--- src/rtl/hbridge_driver_if.sv ---
// Command/status bundle between the motion modules and the H-bridge driver.
// The master side issues commands; the slave side (the driver) returns pin states.
`timescale 1ns/1ps
interface hbridge_driver_if;
    logic [3:0] ins_cmd;
    logic [1:0] enables_in;
    logic [7:0] duty;
    logic [3:0] ins_out;
    logic [1:0] en_pwm;
    logic       busy;
    logic       fault;

    modport master (
        output ins_cmd, enables_in, duty,
        input  ins_out, en_pwm, busy, fault
    );

    modport slave (
        input  ins_cmd, enables_in, duty,
        output ins_out, en_pwm, busy, fault
    );
endinterface

--- src/rtl/hbridge_driver.sv ---
// H-bridge pin driver: filters illegal IN codes, inserts dead time on direction
// reversal and gates the EN pins with an 8-bit PWM.
`timescale 1ns/1ps
module hbridge_driver #(
    parameter int unsigned DEAD_CYCLES = 16
) (
    input  logic              clock,
    input  logic              reset,
    hbridge_driver_if.slave   bus
);

    typedef enum logic [1:0] {
        STOPPED = 2'd0,
        DRIVE   = 2'd1,
        DEAD    = 2'd2
    } stateT;

    localparam logic [3:0] CODE_INERTIAL = 4'b0000;
    localparam logic [3:0] CODE_HARD     = 4'b1111;
    localparam logic [7:0] DEAD_LOAD     = 8'(DEAD_CYCLES - 1);

    stateT      stateReg, stateNext;
    logic [3:0] pendingReg, pendingNext;
    logic [7:0] deadCntReg, deadCntNext;
    logic [7:0] pwmCntReg, pwmCntNext;
    logic [7:0] dutyReg, dutyNext;
    logic [3:0] insOutReg, insOutNext;
    logic [1:0] enPwmReg, enPwmNext;
    logic       busyReg, busyNext;
    logic       faultReg, faultNext;

    logic       cmdLegal;
    logic       cmdIsStop;
    logic [3:0] cmdClean;
    logic       pwmOn;

    always_comb begin
        cmdLegal = 1'b0;
        case (bus.ins_cmd)
            4'b0000, 4'b1111, 4'b1001, 4'b0110, 4'b0101, 4'b1010: cmdLegal = 1'b1;
            default: cmdLegal = 1'b0;
        endcase
        cmdClean  = cmdLegal ? bus.ins_cmd : CODE_INERTIAL;
        cmdIsStop = (cmdClean == CODE_INERTIAL) || (cmdClean == CODE_HARD);
    end

    // PWM decisions use the post-edge counter/duty so en_pwm lines up with
    // the pwm count that is current while the output is visible.
    always_comb begin
        pwmCntNext = pwmCntReg + 8'd1;
        dutyNext   = (pwmCntReg == 8'hFF) ? bus.duty : dutyReg;
        if (dutyNext == 8'd0)
            pwmOn = 1'b0;
        else if (dutyNext == 8'hFF)
            pwmOn = 1'b1;
        else
            pwmOn = (pwmCntNext < dutyNext);
    end

    always_comb begin
        stateNext   = stateReg;
        pendingNext = pendingReg;
        deadCntNext = deadCntReg;
        insOutNext  = insOutReg;
        enPwmNext   = 2'b00;
        busyNext    = 1'b0;
        faultNext   = faultReg | ~cmdLegal;

        if (cmdIsStop) begin
            // Stop codes win from every state, abandoning any dead interval.
            stateNext   = STOPPED;
            insOutNext  = cmdClean;
            pendingNext = CODE_INERTIAL;
            deadCntNext = 8'd0;
        end else begin
            case (stateReg)
                STOPPED: begin
                    stateNext  = DRIVE;
                    insOutNext = cmdClean;
                end
                DRIVE: begin
                    if (cmdClean != insOutReg) begin
                        stateNext   = DEAD;
                        pendingNext = cmdClean;
                        deadCntNext = DEAD_LOAD;
                        insOutNext  = CODE_INERTIAL;
                    end
                end
                DEAD: begin
                    // Newest drive request replaces the pending one; the count keeps running.
                    pendingNext = cmdClean;
                    if (deadCntReg == 8'd0) begin
                        stateNext  = DRIVE;
                        insOutNext = pendingNext;
                    end else begin
                        deadCntNext = deadCntReg - 8'd1;
                        insOutNext  = CODE_INERTIAL;
                    end
                end
                default: begin
                    stateNext  = STOPPED;
                    insOutNext = CODE_INERTIAL;
                end
            endcase
        end

        case (stateNext)
            STOPPED: enPwmNext = (insOutNext == CODE_HARD) ? bus.enables_in : 2'b00;
            DRIVE:   enPwmNext = bus.enables_in & {2{pwmOn}};
            DEAD:    busyNext  = 1'b1;
            default: enPwmNext = 2'b00;
        endcase
    end

    always_ff @(posedge clock) begin
        if (reset) begin
            stateReg   <= STOPPED;
            pendingReg <= 4'b0000;
            deadCntReg <= 8'd0;
            pwmCntReg  <= 8'd0;
            dutyReg    <= 8'd0;
            insOutReg  <= 4'b0000;
            enPwmReg   <= 2'b00;
            busyReg    <= 1'b0;
            faultReg   <= 1'b0;
        end else begin
            stateReg   <= stateNext;
            pendingReg <= pendingNext;
            deadCntReg <= deadCntNext;
            pwmCntReg  <= pwmCntNext;
            dutyReg    <= dutyNext;
            insOutReg  <= insOutNext;
            enPwmReg   <= enPwmNext;
            busyReg    <= busyNext;
            faultReg   <= faultNext;
        end
    end

    assign bus.ins_out = insOutReg;
    assign bus.en_pwm  = enPwmReg;
    assign bus.busy    = busyReg;
    assign bus.fault   = faultReg;

endmodule

--- src/flat_wrapper.sv ---
// flat-port wrapper written by rule: the top's interface ports become plain ports
module hbridge_driver_flat 
#(
    parameter int unsigned DEAD_CYCLES = 16
)
  (clock, reset, bus_ins_cmd, bus_enables_in, bus_duty, bus_ins_out, bus_en_pwm, bus_busy, bus_fault);
  hbridge_driver_if bus_i ();
  input  logic clock;
  input  logic reset;
  input wire logic [$bits(bus_i.ins_cmd)-1:0] bus_ins_cmd;
  input wire logic [$bits(bus_i.enables_in)-1:0] bus_enables_in;
  input wire logic [$bits(bus_i.duty)-1:0] bus_duty;
  output wire logic [$bits(bus_i.ins_out)-1:0] bus_ins_out;
  output wire logic [$bits(bus_i.en_pwm)-1:0] bus_en_pwm;
  output wire logic [$bits(bus_i.busy)-1:0] bus_busy;
  output wire logic [$bits(bus_i.fault)-1:0] bus_fault;
  assign bus_i.ins_cmd = bus_ins_cmd;
  assign bus_i.enables_in = bus_enables_in;
  assign bus_i.duty = bus_duty;
  assign bus_ins_out = bus_i.ins_out;
  assign bus_en_pwm = bus_i.en_pwm;
  assign bus_busy = bus_i.busy;
  assign bus_fault = bus_i.fault;
  hbridge_driver #(.DEAD_CYCLES(DEAD_CYCLES)) u_core (.clock(clock), .reset(reset), .bus(bus_i));
endmodule
--- config.mk ---
export PLATFORM = sky130hd
export DESIGN_NAME = hbridge_driver_flat
export DESIGN_NICKNAME = d
export VERILOG_FILES = /design/src/rtl/hbridge_driver_if.sv /design/src/rtl/hbridge_driver.sv /design/src/flat_wrapper.sv
export SDC_FILE = /design/constraint.sdc
export NUM_CORES = 1
export LEC_CHECK = 0
export BUFFER_PORTS_ARGS = -buffer_cell sky130_fd_sc_hd__buf_2
export CAP_MARGIN = 20
export CORE_MARGIN = 2
export CORE_UTILIZATION = 45
export CTS_CLUSTER_SIZE = 28
export DETAILED_ROUTE_END_ITERATION = 8
export PLACE_DENSITY = 0.67
export SLEW_MARGIN = 20
export SYNTH_ARGS = -nofsm -noshare
export SYNTH_HDL_FRONTEND = slang
export SYNTH_SLANG_ARGS = --single-unit
--- constraint.sdc ---
create_clock -name clock -period 2.9 [get_ports clock]
set_input_delay 0.435 -clock clock [delete_from_list [all_inputs] [get_ports clock]]
set_output_delay 0.435 -clock clock [all_outputs]
set_load 0.005 [all_outputs]
# Word level (Yosys, flattened, before mapping)
# Index checks and enable logic that the tools add are counted.
dict set report word_totals {
  reg_bits 34
  latch_bits 0
  ramBits 0
  rom_bits 0
  output_inout_bits 8
  word_cells 60
  memories 0
}
dict set report classes {
  n_addsub 2
  multipliers 0
  div_mod_pow 0
  n_lt_le_gt_ge 1
  n_eq_ne 16
  shift 0
  muxes 19
  bitwise 3
  n_reduce_logical 11
}
# operator n
set ops {}
lappend ops {{two-way mux 8 bit} 3}
lappend ops {{equality test 4 bit, second input constant} 5}
lappend ops {{equality test 8 bit, second input constant} 2}
lappend ops {{zero test 8 bit} 2}
lappend ops {{two-way mux 4 bit} 4}
lappend ops {{one-hot mux 8 bit (2 select lines)} 1}
lappend ops {{one-hot mux 4 bit (3 select lines)} 1}
lappend ops {{adder 8 x 1 -> 8 bit, second input constant} 1}
lappend ops {{equality test 4 x 3 -> 1 bit, second input constant} 2}
lappend ops {{zero test 4 bit} 2}
lappend ops {{< comparator 8 bit} 1}
lappend ops {{two-way mux 2 bit} 4}
lappend ops {{subtractor 8 x 1 -> 8 bit, second input constant} 1}
lappend ops {{one-hot mux 2 bit (3 select lines)} 1}
lappend ops {{OR reduction 6 bit} 1}
lappend ops {{equality test 2 x 1 -> 1 bit, second input constant} 2}
lappend ops {{equality test 2 bit, second input constant} 2}
lappend ops {{zero test 2 bit} 2}
lappend ops {{two-way mux 1 bit} 4}
lappend ops {{!= test 4 bit} 1}
lappend ops {{one-hot mux 2 bit (2 select lines)} 1}
lappend ops {{AND reduction 3 bit} 1}
lappend ops {{AND 2 bit} 1}
lappend ops {{!= test 2 x 1 -> 1 bit, second input constant} 1}
lappend ops {{other kinds (6)} 6}

# Longest topological paths before layout
# Gate-level depths: netlist of the first run.
dict set report depth {
  word_depth 11
  mapped_depth 12
  ltp_nobuf 11
}

# Least setup slack after synthesis of the first run
# No wires, ideal clock.
dict set report synth_path {
  path_type {flip-flop to flip-flop}
  startpoint {register u_core.pwmCntReg[0]}
  endpoint {register u_core.enPwmReg[0] (netlist: u_core.bus.en_pwm[0])}
  setup_time_ns 0.080
  arrival_ns 2.801
  t_required_ns 2.820
  slack_ns 0.019
  path_stages_with_launch 13
  path_buffers 1
  period_less_slack_ns 2.881
  cell_sequence {dfxtp_1 > ha_1 > nand4_1 > nor2_1 > buf_2 > mux2i_1 > ha_1 > a21o_1 > a211o_1 > a221o_1 > o221ai_1 > o211ai_1 > nor3b_1}
}
dict set report synth_between {
  elab_chain_cells 7
  word_cells_on_any_way 10
  classes_between {add/sub (1); order compare (1); eq/ne (2); mux (4); bitwise (1); reduce/logical (1)}
}
# item line
set synth_rtl {}
lappend synth_rtl {{start: declaration} hbridge_driver.sv:25} ;# logic [7:0] pwmCntReg, pwmCntNext;
lappend synth_rtl {{start signal: assignment} hbridge_driver.sv:130} ;# pwmCntReg <= pwmCntNext;
lappend synth_rtl {{branches (longest 4 deep; another with adder 8 x 1 -> 8 bit)} -}
lappend synth_rtl {{two-way mux 1 bit *} hbridge_driver.sv:52} ;# if (dutyNext == 8'd0)
lappend synth_rtl {{AND 2 bit *} hbridge_driver.sv:109} ;# DRIVE: enPwmNext = bus.enables_in & {2{pwmOn}};
lappend synth_rtl {{one-hot mux 2 bit (2 select lines) *} hbridge_driver.sv:107} ;# case (stateNext)
lappend synth_rtl {{end signal: assignment} hbridge_driver.sv:133} ;# enPwmReg <= enPwmNext;
lappend synth_rtl {{end: declaration} hbridge_driver.sv:28} ;# logic [1:0] enPwmReg, enPwmNext;
# Every way passes the cells marked *.
# A chain may end at the register's enable or synchronous reset.

# Worst setup path after layout of the first run
dict set report layout_path {
  startpoint {register u_core.pwmCntReg[1]}
  endpoint {register u_core.enPwmReg[1] (netlist: u_core.bus.en_pwm[1])}
}
# The elaborated chain is that of the path after synthesis.

==> results of run 1 <==
[metrics by stage]
step | instance area, sq um | hold WS [ps] | setup WS, ps | setup TNS, ps | utilization [%]
floorplan | 2007 | 442.1 | 19.45 | 0 | -
global placement | 2148 | 429.2 | 240.8 | 0 | 49.68
detailed placement | 2148 | 437.0 | 142.3 | 0 | 49.68
CTS | 2243 | 407.8 | 109.3 | 0 | 51.88
global route | 2337 | 418.4 | -71.97 | -90.41 | 54.05
finish | 2337 | 397.1 | 113.6 | 0 | 54.05
[cells in the final DEF, fill, tap and decap left out, types with 3 or more instances in the layout]
| cell type | count |
|---|---|
| buf_4 | 5 |
| xnor2_1 | 4 |
| xor2_1 | 4 |
| nand2_1 | 8 |
| nand4_1 | 8 |
| o211ai_1 | 3 |
| a211oi_1 | 4 |
| nor4_1 | 6 |
| inv_1 | 11 |
| o21a_1 | 3 |
| or3_1 | 8 |
| a22oi_1 | 4 |
| clkbuf_8 | 6 |
| o21ai_0 | 5 |
| buf_2 | 24 |
| nand3_1 | 15 |
| mux2i_1 | 6 |
| a211o_1 | 3 |
| or4_1 | 3 |
| and2_1 | 6 |
| ha_1 | 11 |
| a21oi_1 | 7 |
| nor2_1 | 21 |
| o22ai_1 | 4 |
| nor3_1 | 3 |
| dfxtp_1 | 32 |
[metal layers]
| layer | wire [um] | vias to the layer above |
|---|---|---|
| met5 | 0 | - |
| met1 | 2199 | 861 |
| met4 | 128 | 0 |
| met2 | 2190 | 42 |
| met3 | 192 | 15 |
| li1 | - | 914 |
[how the worst max path moves through the flow]
stage,from,end,cells past startpoint
finish,u_core.pwmCntReg[1],u_core.bus.en_pwm[1],11
global route,u_core.pwmCntReg[1],u_core.bus.en_pwm[1],11
CTS,u_core.pwmCntReg[1],u_core.bus.en_pwm[0],11
detailed placement,u_core.pwmCntReg[1],u_core.bus.en_pwm[0],11
global placement,u_core.pwmCntReg[1],u_core.bus.en_pwm[1],11
floorplan,u_core.pwmCntReg[0],u_core.bus.en_pwm[0],12
[worst register-to-register path: cells and delay by family, from the launching register on]
family	cells	cell delay, ps
compound gates	5	1040
simple gates	3	600
fa+ha+maj	2	430
flops	1	360
mux	1	290
[flip-flops by register name (all words and copies together) (netlist names)]
name and flops:
u_core.deadCntReg 8, u_core.dutyReg 8, u_core.pwmCntReg 8, u_core.bus.ins_out 4, u_core.bus.en_pwm 2, u_core.stateReg 2
u_core.bus.busy 1, u_core.bus.fault 1
[kinds of logic (layout without fill, tap and decap cells)]
family	Yosys count	count (layout)	share of synthesized area (%)
flip-flops	34	34	33.92
XOR/XNOR	8	8	3.491
buffers and inverters	21	49	5.486
AND/OR/NAND/NOR	98	98	27.62
AO/OA/AOI/OAI	47	47	16.89
adder cells (fa/ha/maj)	13	13	8.105
multiplexers	9	9	4.489
[power by group through the flow]
stage / clock, mW / combinational (mW) / sequential (mW)
2_1_floorplan: 0 / 0.109 / 0.497
3_3_place_gp: 0 / 0.145 / 0.498
3_5_place_dp: 0 / 0.146 / 0.498
4_1_cts: 0.379 / 0.147 / 0.487
5_1_grt: 0.408 / 0.174 / 0.491
6_report: 0.376 / 0.154 / 0.489
[cell type report]
| type | count | area, sq um |
|---|---|---|
| clock buffer | 6 | 82.58 |
| clock inverter | 2 | 12.51 |
| fill | 406 | 1987 |
| inverter | 11 | 41.29 |
| multi-input combinational | 175 | 1284 |
| sequential | 34 | 683.2 |
| tap | 52 | 65.06 |
| timing repair buffer | 30 | 168.9 |
[repair_timing]
action / 4_1_cts / 5_1_grt
hold buffers: 0 / 0
resized for setup: 0 / 14
setup buffers: 0 / 2
setup endpoints to repair: 0 / 2
==> impl_metrics.py, run 1 <==
metrics = {
    "floorplanning": {
        "die_y_um": 70.78,
        "rows": 24,
        "start_util_pct": 46.41,
        "io_pins": 24,
        "core-area_sq_mm": 0.004324,
        "die-width_um": 70.78,
        "die-area_sq_mm": 0.005010,
    },
    "drt": {
        "vias": 1832,
        "routedWlPerCell_um": 15.19,
        "dr.pass1.iters": 4,
        "drt_wl_total_um": 4710,
        "postRouteAntennaNets": 0,
        "drt-initial-drc-count": 54,
        "viasPerCell": 5.910,
        "route.detailed.drc": 0,
    },
    "critical_path": {
        "reg2reg_slack_ps": 110,
        "endpoint_kind": "flop",
        "path_class": "reg2reg",
        "required_ps": 3120,
        "critPathLaunchType": "flop",
        "cp_max_fo": 3,
        "r2r_start": "u_core.pwmCntReg[1]",
        "crit_slowest_cell": "dfxtp_2",
        "slowest_delay_ps": 360,
        "r2r-end": "u_core.bus.en_pwm[1]",
        "cp.arrival_ps": 3000,
        "r2r_cells": 11,
        "worstPathBufferInverterCount": 0,
        "crit_chain": "ha_4 > nand4_1 > nor2_2 > mux2i_1 > ha_1 > a21o_1 > a211o_1 > a221o_1 > o221ai_2 > o211ai_1 > nor3b_1",
        "path_delay_family": "compound AO/OA/AOI/OAI gates",
    },
    "synthesis": {
        "avgSynthCellArea_sq_um": 8.726,
        "synth_area_sq_mm": 0.002007,
        "syn_nets": 259,
        "synth_top_flop_cell": "dfxtp_1",
        "ys_warn_count": 0,
        "synth_common_cells": "34 x dfxtp_1, 22 x nor2_1, 15 x nand3_1, 13 x ha_1, 11 x inv_1",
        "synth-seq-cells": 34,
        "yosys.area.top_type": "dfxtp_1",
        "synthTopCellsByArea": "dfxtp_1 34%, ha_1 8.1%, mux2i_1 4.5%, nor2_1 4.1%, nand3_1 3.7%",
        "ys_async_sr_fraction_pct": 0,
        "yosysMostFrequentCell": "dfxtp_1",
        "synth.distinct_cells": 50,
        "synth_cells": 230,
        "synth_edf_count": 0,
        "synth_top_area_share_pct": 33.92,
        "seq_area_frac_synth_pct": 33.92,
    },
    "sta": {
        "period_needed_ps": 2786,
        "max_slew_margin_pct": 53.35,
        "tightest_slew_ps": 699.7,
        "setup_viol": 0,
        "fmax_mhz": 358.9,
        "finalHoldViolCount": 0,
        "skew_ps": 8.477,
        "rsz0062_at_grt": "yes",
        "slew_viol_final": 0,
        "period_share_pct": 96.08,
    },
    "cts": {
        "insertion_delay_ps": 290,
        "cts_buffer_depth": 2,
        "htreeDepth": 2,
        "clockRootBuffer": "clkbuf_8",
        "clock_sinks": 34,
        "cts_made_buffers": 5,
        "clk_pin_slew_worst_paths_ps": 80,
        "cts_tree": "done",
    },
    "min_path": {
        "min_from": "bus_enables_in[0]",
        "holdPathStages": 2,
        "min_to": "u_core.bus.en_pwm[0]",
        "min_path_type": "in2reg",
    },
    "power": {
        "finalPower_mw": 1.019,
        "pwr-share-clk_pct": 36.9,
        "p_int_mw": 0.7371,
        "p_per_area_mw_per_mm2": 435.9,
        "switching_share_pct": 27.64,
        "seq_power_share_pct": 48.0,
        "p_leak_nw": 0.8917,
        "combPwrFrac_pct": 15.1,
        "vdd_drop_max_mv": 0.3289,
        "p_sw_mw": 0.2816,
    },
    "global_route": {
        "antenna_found_initial": 0,
        "grt_pass1_vias": 1700,
        "grt-busiest-layer": "met2",
        "grt_pass1_wl_um": 7762,
        "use_met3_pct": 4.416,
        "grt_util_all_layers_pct": 19.06,
        "met1_usage_pct": 25.35,
        "grt_overflow": 0,
        "grt_start_max_net_pins": 24,
        "met2_usage_pct": 30.53,
    },
    "layout": {
        "nNetsFinal": 286,
        "antennaDiodeCount": 0,
        "syn_to_final_growth_pct": 16.46,
        "drive_above_1_share_pct": 19.77,
        "fin_cells": 310,
    },
    "placed_design": {
        "place_inst": 299,
        "portBuffers": 23,
        "place.detailed.hpwl_um": 3392,
        "finalWeightedCongestion": 0.8510,
    },
    "run": {
        "max_cap_violations": 0,
    },
    "outcome": {
        "status": "complete, no violations",
    },
}
No activity file was read; power rests on OpenSTA's default activity.
==> run 2: changes to the inputs <==
Settings changed: ABC_CLOCK_PERIOD_IN_PS set to 2900, BUFFER_PORTS_ARGS -buffer_cell sky130_fd_sc_hd__buf_2 to not set, DONT_BUFFER_PORTS set to 1, PLACE_DENSITY 0.67 to 0.62.
==> run 2 against run 1 <==
Worst setup slack improved by 86 ps. Sequential power about the same. Sequential cell count unchanged. Total power increased by 4.2%. Final cell count decreased by 7.4%. Design area decreased by 4.6%. Count of clock-buffer cells in the layout unchanged. Utilization decreased by 2.5 points. Non-clock buffer count decreased by 22. Critical path depth unchanged. Die area unchanged. First-iteration DRC count increased by 11%. Largest cell class unchanged.
==> impl_metrics.py, run 2 (same netlist as run 1, synthesis figures left out) <==
metrics = {
    "outcome": {
        "status": "complete, no violations",
    },
    "cts": {
        "cts_buffer_depth": 2,
        "htreeDepth": 2,
        "cts_tree": "done",
        "cts_made_buffers": 5,
        "clock_sinks": 34,
        "clockRootBuffer": "clkbuf_8",
        "clk_pin_slew_worst_paths_ps": 70,
        "insertion_delay_ps": 280,
        "ctsHoldBuffers": 0,
    },
    "drt": {
        "vias": 1694,
        "routedWlPerCell_um": 15.72,
        "viasPerCell": 5.902,
        "drt_wl_total_um": 4511,
        "dr.pass1.iters": 4,
        "postRouteAntennaNets": 0,
        "route.detailed.drc": 0,
        "drt-initial-drc-count": 60,
    },
    "min_path": {
        "min_path_type": "in2reg",
    },
    "critical_path": {
        "r2r-end": "u_core.bus.en_pwm[0]",
        "path_class": "reg2reg",
        "cp_max_fo": 5,
        "slowest_delay_ps": 360,
        "r2r_cells": 11,
        "endpoint_kind": "flop",
        "crit_slowest_cell": "dfxtp_2",
        "path_depth": 11,
        "worstPathBufferInverterCount": 1,
        "endpoint": "u_core.bus.en_pwm[0]",
        "required_ps": 3110,
        "r2r_start": "u_core.pwmCntReg[1]",
        "critPathLaunchType": "flop",
        "path_delay_family": "compound AO/OA/AOI/OAI gates",
        "cp.arrival_ps": 2910,
        "reg2reg_slack_ps": 200,
        "crit_chain": "ha_4 > nand4_1 > nor2_2 > buf_6 > mux2i_4 > ha_1 > a211o_1 > a221o_1 > o221ai_2 > o211ai_1 > nor3b_1",
        "crit_path_start": "u_core.pwmCntReg[1]",
    },
    "global_route": {
        "grt_start_max_net_pins": 24,
        "antenna_found_initial": 0,
        "grt_pass1_wl_um": 7293,
        "grt_pass1_vias": 1559,
        "grt_util_all_layers_pct": 18.50,
        "grt_overflow": 0,
    },
    "layout": {
        "fin_cells": 287,
        "mostFrequentLayoutCells": "32 x dfxtp_1, 21 x nor2_1, 15 x nand3_1, 12 x ha_1, 11 x inv_1",
        "final_common_cell": "dfxtp_1",
        "final_core_util_pct": 51.56,
        "fin_area_sq_mm": 0.002230,
        "nNetsFinal": 264,
        "syn_to_final_growth_pct": 11.10,
        "drive_above_1_share_pct": 11.91,
        "multi_input_comb_area_sq_mm": 0.001266,
        "largestRegisters": "u_core.deadCntReg: 8 flops, u_core.dutyReg: 8 flops, u_core.pwmCntReg: 8 flops",
        "antennaDiodeCount": 0,
        "regArea_sq_um": 683.2,
        "fill_cells": 440,
    },
    "power": {
        "p_per_area_mw_per_mm2": 476.3,
        "combPwrFrac_pct": 12.3,
        "p_leak_nw": 0.8074,
        "p_int_mw": 0.8158,
        "seq_power_share_pct": 46.2,
        "switching_share_pct": 23.18,
        "p_sw_mw": 0.2461,
        "pwr-share-clk_pct": 41.5,
        "vdd_drop_max_mv": 0.2989,
    },
    "floorplanning": {
        "die-area_sq_mm": 0.005010,
        "io_pins": 24,
        "die_y_um": 70.78,
        "core-area_sq_mm": 0.004324,
        "start_util_pct": 46.41,
        "die-width_um": 70.78,
        "rows": 24,
    },
    "placed_design": {
        "portBuffers": 0,
        "place_inst": 276,
        "place_area_sq_mm": 0.002033,
        "finalWeightedCongestion": 0.9099,
        "place.detailed.hpwl_um": 3355,
    },
    "sta": {
        "fmax_mhz": 370.3,
        "max_slew_margin_pct": 51.76,
        "period_share_pct": 93.13,
        "tightest_slew_ps": 723.6,
        "period_needed_ps": 2701,
        "skew_ps": 5.277,
        "rsz0062_at_grt": "yes",
        "setup_viol": 0,
        "finalHoldViolCount": 0,
        "slew_viol_final": 0,
        "setup_tns_ps": 0,
    },
    "run": {
        "max_cap_violations": 0,
    },
}
## run 2: changes by cell type in the layout (fill, tap and decap cells not counted)
cell	change
mux2i_2	+2
bufinv_16	+1
ha_1	+1
buf_4	+1
mux2i_1	-1
clkinv_2	-1
buf_2	-23
clkinvlp_4	-1
ha_4	-1
mux2i_4	-1
## run 2: power by group through the flow
| stage | registers (mW) | logic (mW) | clock network [mW] |
|---|---|---|---|
| final | 0.490 | 0.130 | 0.441 |
| after floorplan | 0.497 | 0.109 | 0 |
| after global placement | 0.499 | 0.118 | 0 |
| after global routing | 0.491 | 0.147 | 0.473 |
| after CTS | 0.488 | 0.121 | 0.454 |
| after detailed placement | 0.499 | 0.120 | 0 |
## run 2: per-layer routing
layer	part of all wire (%)	wire length [um]	vias up	global-route usage [%]
met5	0	0	-	0
met4	1.3	58	0	6.289
met3	3.6	163	7	5.413
met2	47	2115	22	28.66
met1	48	2174	794	24.73
li1	-	-	871	-
## run 2: what timing repair did
action,CTS,global route
resized for setup,0,13
endpoints found under the setup margin,0,2
setup buffers,0,3
## run 2: cell type report
cell class	instances	area share, %
Sequential cell	34	30.64
Inverter	11	1.852
Clock buffer	6	3.704
Timing Repair Buffer	8	2.750
Tap cell	52	2.918
Multi-Input combinational cell	175	56.79
Clock inverter	1	1.347
## run 2: stage by stage
step           hold WS (ps)  setup WS, ps  power (mW)
3_5_place_dp          458.3         131.9      0.6192
3_3_place_gp          448.6         189.7      0.6171
5_1_grt               186.1        -37.84       1.111
2_1_floorplan         442.1         19.45      0.6062
4_1_cts               199.7         115.6       1.063
6_report              205.1         199.2       1.062
## run 2: how the worst min path moves through the flow
stage               cells past startpoint                   to             start  slack [ps]
floorplan                               2     u_core.bus.fault  u_core.bus.fault         440
global placement                        2     u_core.bus.fault  u_core.bus.fault         450
detailed placement                      2     u_core.bus.fault  u_core.bus.fault         460
CTS                                     1     u_core.bus.fault             reset         200
global route                            1  u_core.pwmCntReg[1]             reset         190
finish                                  1  u_core.pwmCntReg[0]             reset         210
==> run 3: changes to the inputs <==
Settings changed: ABC_CLOCK_PERIOD_IN_PS 2900 to 3400, CTS_BUF_LIST set to sky130_fd_sc_hd__clkbuf_16.
Clock period 2.9 ns to 3.4 ns, I/O delays scaled along.
==> run 3 against run 2 <==
Register-to-register slack better by 220 ps. Utilization down 1.8 points. Largest power group is now clock. Non-clock buffer count down 7. Combinational power down 25%. Global-route usage about the same.
==> impl_metrics.py, run 3 (same netlist as run 1, synthesis figures left out) <==
metrics = {
    "outcome": {
        "status": "complete, no violations",
    },
    "critical_path": {
        "reg2reg_slack_ps": 420,
        "required_ps": 3600,
        "path_class": "reg2reg",
        "cp.arrival_ps": 3180,
        "r2r_start": "u_core.pwmCntReg[0]",
        "cp_max_fo": 10,
        "critPathLaunchType": "flop",
        "endpoint_kind": "flop",
        "r2r-end": "u_core.bus.en_pwm[0]",
        "r2r_cells": 11,
    },
    "cts": {
        "ctsHoldBuffers": 0,
        "clock_sinks": 34,
        "clockRootBuffer": "clkbuf_16",
        "cts_tree": "done",
        "cts_buffer_depth": 2,
        "post_cts_resized": 0,
        "insertion_delay_ps": 280,
        "clk_pin_slew_worst_paths_ps": 50,
        "post_cts.repair.setup_buffers": 0,
        "htreeDepth": 2,
        "cts_made_buffers": 5,
    },
    "sta": {
        "holdWs_ps": 289.2,
        "tightest_slew_ps": 717.6,
        "finalHoldViolCount": 0,
        "period_share_pct": 87.55,
        "fmax_mhz": 336.0,
        "max_slew_margin_pct": 52.16,
        "skew_ps": 4.985,
        "rsz0062_at_grt": "no",
        "slew_viol_final": 0,
        "period_needed_ps": 2977,
        "setup_tns_ps": 0,
        "setup_viol": 0,
    },
    "floorplanning": {
        "start_util_pct": 46.41,
        "rows": 24,
        "io_pins": 24,
        "die-area_sq_mm": 0.005010,
        "die_y_um": 70.78,
        "die-width_um": 70.78,
        "core-area_sq_mm": 0.004324,
    },
    "drt": {
        "route.detailed.drc": 0,
        "dr.pass1.iters": 4,
        "drt-initial-drc-count": 81,
        "drt_wl_total_um": 4272,
        "viasPerCell": 5.854,
        "vias": 1645,
        "routedWlPerCell_um": 15.20,
        "postRouteAntennaNets": 0,
    },
    "power": {
        "finalPower_mw": 0.9493,
        "pwr-share-clk_pct": 45.6,
        "vdd_drop_max_mv": 0.2640,
        "combPwrFrac_pct": 10.3,
        "seq_power_share_pct": 44.0,
        "p_int_mw": 0.7205,
        "switching_share_pct": 24.10,
        "p_leak_nw": 0.7727,
        "p_per_area_mw_per_mm2": 441.1,
        "p_sw_mw": 0.2287,
    },
    "min_path": {
        "min_to": "u_core.pwmCntReg[0]",
        "min_path_type": "in2reg",
        "min_from": "reset",
        "holdPathStages": 1,
    },
    "global_route": {
        "antenna_found_initial": 0,
        "grt_start_max_net_pins": 24,
        "grt_pass1_wl_um": 7348,
        "grt_pass1_vias": 1517,
        "grt_overflow": 0,
        "grt_util_all_layers_pct": 18.46,
    },
    "placed_design": {
        "finalWeightedCongestion": 0.8900,
        "place.detailed.hpwl_um": 3217,
        "portBuffers": 0,
        "place_inst": 273,
    },
    "layout": {
        "fin_cells": 281,
        "largestRegisters": "u_core.deadCntReg: 8 flops, u_core.dutyReg: 8 flops, u_core.pwmCntReg: 8 flops",
        "nNetsFinal": 257,
        "antennaDiodeCount": 0,
        "final_common_cell": "dfxtp_1",
        "drive_above_1_share_pct": 4.803,
        "final_core_util_pct": 49.77,
        "syn_to_final_growth_pct": 7.232,
        "mostFrequentLayoutCells": "34 x dfxtp_1, 22 x nor2_1, 15 x nand3_1, 13 x ha_1, 11 x inv_1",
    },
    "run": {
        "max_cap_violations": 0,
    },
}
-- run 3: layer usage --
layer	vias to the layer above	part of all wire (%)	global-route usage [%]
met4	0	2.0	8.176
met2	32	44	27.21
met1	747	49	25.42
met3	9	4.3	4.843
li1	857	-	-
met5	-	0	0
-- run 3: cell type report --
| class | instances | area [sq um] |
|---|---|---|
| Clock buffer | 5 | 125.1 |
| Clock inverter | 3 | 16.27 |
| Fill cell | 425 | 2172 |
| Inverter | 11 | 41.29 |
| Multi-Input combinational cell | 175 | 1216 |
| Sequential cell | 34 | 680.7 |
| Tap cell | 52 | 65.06 |
| Timing Repair Buffer | 1 | 7.507 |
-- run 3: how the worst max path moves through the flow --
| stage | from | endpoint | slack, ps | cells after the start |
|---|---|---|---|---|
| after floorplan | u_core.pwmCntReg[0] | u_core.bus.en_pwm[0] | 520 | 12 |
| after global placement | u_core.pwmCntReg[0] | u_core.bus.en_pwm[1] | 510 | 11 |
| after detailed placement | u_core.pwmCntReg[0] | u_core.bus.en_pwm[0] | 460 | 11 |
| after CTS | u_core.pwmCntReg[0] | u_core.bus.en_pwm[0] | 410 | 11 |
| after global routing | u_core.pwmCntReg[0] | u_core.bus.en_pwm[0] | 130 | 11 |
| final | u_core.pwmCntReg[0] | u_core.bus.en_pwm[0] | 420 | 11 |
-- run 3: critical path, stage by stage (launching register included) --
cell and delay, ps:
dfxtp_1 410, ha_1 250, nand4_1 150, nor2_1 200, buf_4 230, mux2i_1 340, ha_1 310, a21o_1 160
a221o_1 340, o221ai_1 140, o211ai_1 140, nor3b_1 200
-- run 3: power groups by stage --
stage | Combinational [mW] | Clock [mW] | Sequential, mW
2_1_floorplan | 0.0930 | 0 | 0.424
3_3_place_gp | 0.0975 | 0 | 0.426
3_5_place_dp | 0.0981 | 0 | 0.426
4_1_cts | 0.0986 | 0.445 | 0.418
5_1_grt | 0.112 | 0.464 | 0.419
6_report | 0.0981 | 0.433 | 0.418
-- run 3: per-stage QoR --
stage | worst slack (ps) | area [sq um]
finish | 423.4 | 2152
global route | 127.0 | 2152
CTS | 411.4 | 2152
detailed placement | 458.0 | 2011
global placement | 513.1 | 2011
floorplan | 519.4 | 2007
